<file path="src/rtl/first_counter_if.sv">
// Count-enable and counter status bundle between a counter and its user.
// The counter side takes the slave modport; the controlling side takes master.
interface first_counter_if #(
  parameter int WIDTH = 4
);
  logic             enable;
  logic [WIDTH-1:0] counter_out;
  logic             tc;
  logic             overflow;

  modport master (
    output enable,
    input  counter_out,
    input  tc,
    input  overflow
  );

  modport slave (
    input  enable,
    output counter_out,
    output tc,
    output overflow
  );
endinterface

</file>
<file path="src/rtl/first_counter.sv">
// Wrapping up-counter with sticky overflow and combinational terminal count; 1-cycle latency.
// No backpressure: advances on every clock where enable is sampled high.
module first_counter #(
  parameter int WIDTH = 4
) (
  input  logic            clk,
  input  logic            reset,
  first_counter_if.slave  cnt_if
);

  logic [WIDTH-1:0] count_q;
  logic [WIDTH-1:0] count_d;
  logic             ovf_q;
  logic             ovf_d;
  logic [WIDTH:0]   sum;

  // Extra MSB of sum carries the wrap indication; it never reaches the count.
  assign sum = {1'b0, count_q} + {{WIDTH{1'b0}}, 1'b1};

  always_comb begin
    count_d = count_q;
    ovf_d   = ovf_q;
    if (!reset) begin
      count_d = '0;
      ovf_d   = 1'b0;
    end else if (cnt_if.enable) begin
      count_d = sum[WIDTH-1:0];
      if (sum[WIDTH]) begin
        ovf_d = 1'b1;
      end
    end
  end

  always_ff @(posedge clk) begin
    count_q <= count_d;
    ovf_q   <= ovf_d;
  end

  assign cnt_if.counter_out = count_q;
  assign cnt_if.overflow    = ovf_q;
  assign cnt_if.tc          = cnt_if.enable & (&count_q);

endmodule

</file>
<file path="src/flat_wrapper.sv">
// flat-port wrapper written by rule: the top's interface ports become plain ports
module first_counter_flat 
#(
  parameter int WIDTH = 4
)
  (clk, reset, cnt_if_enable, cnt_if_counter_out, cnt_if_tc, cnt_if_overflow);
  first_counter_if #(.WIDTH(WIDTH)) cnt_if_i ();
  input  logic clk;
  input  logic reset;
  input wire logic [$bits(cnt_if_i.enable)-1:0] cnt_if_enable;
  output wire logic [$bits(cnt_if_i.counter_out)-1:0] cnt_if_counter_out;
  output wire logic [$bits(cnt_if_i.tc)-1:0] cnt_if_tc;
  output wire logic [$bits(cnt_if_i.overflow)-1:0] cnt_if_overflow;
  assign cnt_if_i.enable = cnt_if_enable;
  assign cnt_if_counter_out = cnt_if_i.counter_out;
  assign cnt_if_tc = cnt_if_i.tc;
  assign cnt_if_overflow = cnt_if_i.overflow;
  first_counter #(.WIDTH(WIDTH)) u_core (.clk(clk), .reset(reset), .cnt_if(cnt_if_i));
endmodule
</file>
<file path="config.mk">
export PLATFORM = sky130hd
export DESIGN_NAME = first_counter_flat
export DESIGN_NICKNAME = d
export VERILOG_FILES = /design/src/rtl/first_counter_if.sv /design/src/rtl/first_counter.sv /design/src/flat_wrapper.sv
export SDC_FILE = /design/constraint.sdc
export NUM_CORES = 1
export LEC_CHECK = 0
export ABC_CLOCK_PERIOD_IN_PS = 1000
export CAP_MARGIN = 5
export CORE_AREA = 2 2 39 41
export DETAILED_ROUTE_END_ITERATION = 7
export DIE_AREA = 0 0 41 43
export PLACE_DENSITY = 0.46
export SYNTH_ARGS = -nofsm -noshare
export SYNTH_HDL_FRONTEND = slang
export SYNTH_SLANG_ARGS = --single-unit
</file>
<file path="constraint.sdc">
create_clock -name clk -period 1 [get_ports clk]
set_input_delay 0.25 -clock clk [delete_from_list [all_inputs] [get_ports clk]]
set_output_delay 0.25 -clock clk [all_outputs]
set_load 0.02 [all_outputs]
</file>
==> run metrics, run 1 <==
clk_lat worst skew about 0.25 ns; die span in x 41 um; asr flop ratio synth 0; Inserted Clock Buffers 3; worst reg2reg setup slack -0.24 ns; Design Area, Final 465.4 um^2; Mapped Cells 19; worst r2r src u_core.cnt_if.counter_out[0]; Hold Violations, Final 0; Worst Setup Start Kind register; syn_nets 23; # diodes 0; depth of the most critical reg-to-reg path 6; Worst Setup SP u_core.cnt_if.counter_out[1]; H-tree lvl count 1; DR pass1 iterations 1; Tcrit/Tclk final 1.284; Req. time, crit path approximately 0.75 ns; CP max stage cell dfxtp_4; Slew @ Worst Pin 0.2374 ns; die area 0.001763 mm^2; Hold WS approximately 0.47 ns; Routed Antenna Nets 0; Core Area 0.001384 mm^2; Max Cap Viol 0; FMAX 778.8 MHz; routed len/inst 10.45 um; slew margin rel. 0.8413; worst flop-to-flop path endpoint u_core.cnt_if.counter_out[2]; Seq/Total Area, Yosys 0.4762; synth cell count leaders dfxtp_1, mux2i_1, o21a_1; count of different cell masters after synthesis 13; final setup fails 6; Layout Nets 47; Clock Tree Root clkbuf_4; DRC violations left 0; worst-path cell chain ha_4 > and4_4 > buf_6; pin count of the biggest net entering global routing 7; CP peak stage delay about 0.35 ns; Bufs on Longest Clock Path 2; io pins 9; Max VDD drop 0.7230 mV; via/cell ratio 4.103; Syn. warnings 0; Post-synth EDFFs 0; failing checks setup timing; CP arrival 1.03 ns; P&R area growth vs syn 121.4%; status complete, but fails checks; final wirelength 606 um; Main synth FF type dfxtp_1; DRT iter0 DRCs 0; fin cells 58; max-slew violations 0; top-area cell type share of the netlist area 0.4762; Vias 238; global-route wire length before repair about 1000 um; DP Worst Slack -0.8084 ns; cell accounting for the most synthesized area dfxtp_1; dpl cells 49; Synth area leaders dfxtp_1, mux2i_1, o21a_1, ha_1, and3b_1; Pleak 0.0002218 uW; CTS sink cnt 5; Hold Crit Class register to register; FF+latch count, synth 5; critical path peak fanout 2; Initial Util 0.1519; Total Routing Usage GR 0.09054; Post-DP HPWL 406.9 um; Die Span Y 43 um; Layout Skew a little over 0.006 ns; CP endpoint kind primary output; IO Port Bufs 8; Worst Setup Path Type register to primary output; setup TNS -0.9133 ns; Power Dens Cells 1214 mW/mm^2; GRT overflow 0; placed cell area 377.9 um^2; Worst Slack Setup Final -0.2840 ns; syn_area_per_cell 11.06 um^2; synthesized cell area 210.2 um^2; RSZ-0062 raised after global routing yes; CTS tree built; most numerous cell in the Yosys netlist dfxtp_1; Worst-path clk slew 0.05 ns; GP Congestion 0.6373; row cnt 14; crit path time final about 1.3 ns; vias in the first global route 241; share of layout cells above drive strength 1 0.6190; number of antenna violations at the first check in global routing 0; crit path capture cnt_if_tc
sequential cells by signal, indices dropped and copies added (netlist names):
| name | flops |
|---|---|
| u_core.cnt_if.overflow | 1 |
| u_core.cnt_if.counter_out | 4 |
metal layers:
metal  global-route usage  vias to the layer above  part of all wire
li1                     -                      116                 -
met1               0.1068                      110              0.43
met2               0.1219                       12              0.46
met3              0.07853                        0              0.11
met4              0.02000                        0                 0
met5                    0                        -                 0
layout make-up:
type                       instances  area [um^2]
tap                               16        20.02
fill                             155        918.4
timing repair buffer              19        183.9
clock buffer                       4        26.28
multi-input combinational         14        125.1
sequential                         5        110.1
stage by stage:
stage,utilization,power (uW)
after floorplan,-,256.4
after global placement,0.2731,308.4
after detailed placement,0.2731,310.0
after CTS,0.3345,574.4
after global routing,0.3363,598.6
final,0.3363,565.2
placed cells by master (no fill, tap or decap), drive strengths merged, types with 2 or more instances in the layout:
cell type,n
mux2i,2
dfxtp,5
clkbuf,4
buf,17
o21a,2
where the power goes:
group / switching (uW) / internal, uW / total, uW
Clock: 88.8 / 151 / 240
Sequential: 9.23 / 209 / 219
Combinational: 43.6 / 62.8 / 106
Total: 142 / 424 / 565
what timing repair did:
action / CTS / global route
buffers inserted: 6 / 0
hold buffers: 0 / 0
resized for setup: 42 / 2
pin swaps: 3 / 1
setup endpoints to repair: 7 / 7
worst min-delay path by stage:
stage                                       from                      endpoint  depth (start not counted)  slack, ns
final                     u_core.cnt_if.overflow        u_core.cnt_if.overflow                          1       0.47
after detailed placement  u_core.cnt_if.overflow        u_core.cnt_if.overflow                          1       0.46
after floorplan                            reset  u_core.cnt_if.counter_out[2]                          1       0.37
after CTS                 u_core.cnt_if.overflow        u_core.cnt_if.overflow                          1       0.47
after global routing      u_core.cnt_if.overflow        u_core.cnt_if.overflow                          1       0.49
after global placement    u_core.cnt_if.overflow        u_core.cnt_if.overflow                          1       0.44
worst max-delay path, delay by kind of cell (launching register included):
| kind | cells | cell delay [ns] |
|---|---|---|
| fa+ha+maj | 1 | 0.13 |
| simple gates | 1 | 0.20 |
| buf+inv | 1 | 0.11 |
| flops | 1 | 0.35 |
cells by family after synthesis:
logic type / Yosys count / share of synthesized area
compound gates: 3 / 0.1071
xor+xnor: 1 / 0.04167
fa+ha+maj: 1 / 0.05951
flops: 5 / 0.4762
mux: 2 / 0.09524
simple gates: 7 / 0.2203
Note: power is estimated with default switching activity, not from simulation.
==> run 2, diff against run 1 <==
--- a/config.mk
+++ b/config.mk
@@ -10,7 +10,7 @@
 export CORE_AREA = 2 2 39 41
 export DETAILED_ROUTE_END_ITERATION = 7
 export DIE_AREA = 0 0 41 43
-export PLACE_DENSITY = 0.46
+export PLACE_DENSITY = 0.49
 export SYNTH_ARGS = -nofsm -noshare
 export SYNTH_HDL_FRONTEND = slang
 export SYNTH_SLANG_ARGS = --single-unit
==> run 2 against run 1 <==
The run still ends with setup timing left; sequential power about the same; final area down 6.2%; clock-buffer cell count unchanged; clock skew down 0.0031 ns; critical path depth unchanged; die area unchanged; maximum frequency about the same; setup slack worse by 0.00068 ns; power down 3.9%; global-route usage down 0.23 points; sequential cell count unchanged; via count down 6.7%; critical endpoint unchanged; largest cell class unchanged.
==> run metrics, run 2 (synthesized netlist as in run 1, its figures left out) <==
H-tree lvl count 1; Clk pwr share 0.431; DRT iter0 DRCs 3; Layout Nets 44; Worst-path clk slew 0.04 ns; Bufs on Longest Clock Path 2; DRC violations left 0; clk_lat worst skew 0.24 ns; # diodes 0; Hold Violations, Final 0; commonest non-fill, non-tap cell in the layout buf_6; pin count of the biggest net entering global routing 7; CP endpoint kind primary output; commonest non-fill, non-tap cells in the layout buf_6, buf_4, clkbuf_4, dfxtp_2; Post-DP HPWL 417.4 um; die span in x between 40 and 50 um; global-route wire length before repair between 900 and 1000 um; total power 543.1 uW; Comb power frac 0.168; share of layout cells above drive strength 1 0.6154; final wirelength 533 um; GP Congestion 0.7090; final setup fails 6; row cnt 14; Slew @ Worst Pin just under 0.2 ns; P_sw roughly 130 uW; failing checks setup timing; Vias 222; Worst Slack Setup Final -0.2846 ns; Switching Fraction 0.2410; Hold WS 0.4679 ns; Flop pwr share 0.401; Inserted Clock Buffers 3; via/cell ratio about 4; DR pass1 iterations 2; Initial Util 0.1519; crit path time final 1.285 ns; status complete, but fails checks; Req. time, crit path between 0.7 and 0.8 ns; Routed Antenna Nets 0; routed len/inst 9.691 um; P&R area growth vs syn 107.7%; CP arrival 1.03 ns; vias in the first global route 246; Die Span Y 43 um; Max Cap Viol 0; Layout Skew 0.002909 ns; critical path peak fanout 2; number of antenna violations at the first check in global routing 0; Clock Tree Root clkbuf_4; CTS sink cnt 5; DP Worst Slack -0.8318 ns; Worst Setup Start Kind register; Cell Int Power 412.2 uW; Pleak 0.0002034 uW; Power Dens Cells between 1000 and 1500 mW/mm^2; GRT overflow 0; RSZ-0062 raised after global routing yes; Max VDD drop 0.4511 mV; FMAX between 700 and 800 MHz; die area 0.001763 mm^2; Core Area 0.001384 mm^2; Worst Setup Path Type register to primary output; max-slew violations 0; slew margin rel. 0.8693; max reg flops 4; CTS tree built; Total Routing Usage GR 0.08826; Hold Crit Class register to register; Tcrit/Tclk final 1.285; io pins 9; hold_buf cts 0; IO Port Bufs 8
run 2: area by class of cell:
type	count	area, um^2
flip-flops and latches	5	111.4
well taps	16	20.02
clock buffers	4	26.28
multi-input cells	14	125.1
fillers	144	947.2
repair buffers	16	153.9
run 2: per-layer routing:
metal	up-vias	track usage	share of wire
li1	108	-	-
met5	-	0	0
met1	105	0.08654	0.40
met3	0	0.04712	0.090
met4	0	0.08000	0
met2	9	0.1250	0.51
run 2: timing repair:
item / 4_1_cts / 5_1_grt
pin swaps: 3 / 0
gates resized for setup: 40 / 3
setup buffers: 4 / 0
setup endpoints to repair: 9 / 9
cloned: 0 / 0
run 2: worst max-delay path, stage by stage, from the launching register on:
cell and delay [ns]:
dfxtp_4 0.35, ha_4 0.12, and4_4 0.20, buf_6 0.11
run 2: power groups by stage:
stage	Combinational (uW)	Sequential [uW]	Clock [uW]
after CTS	102	218	252
after floorplan	20.8	236	0
after global routing	100	218	267
final	91.2	218	234
after detailed placement	87.1	221	0
after global placement	84.8	220	0
run 2: metrics by stage:
step	utilization	area (um^2)	std cells	TNS, ns
floorplan	-	232.7	19	-0.02091
global placement	0.2676	370.4	48	-3.201
detailed placement	0.2676	370.4	48	-3.434
CTS	0.3183	440.4	56	-0.7644
global route	0.3156	436.7	55	-0.7960
finish	0.3156	436.7	55	-0.5848
run 2: worst paths after layout:
kind	from	endpoint	slack, ns	cells past startpoint
worst max-delay path	u_core.cnt_if.counter_out[0]	cnt_if_tc	-0.28	3
worst min-delay path	u_core.cnt_if.overflow	u_core.cnt_if.overflow	0.47	1
worst max register to register	u_core.cnt_if.counter_out[0]	u_core.cnt_if.counter_out[2]	-0.03	4
worst min register to register	u_core.cnt_if.overflow	u_core.cnt_if.overflow	0.47	1
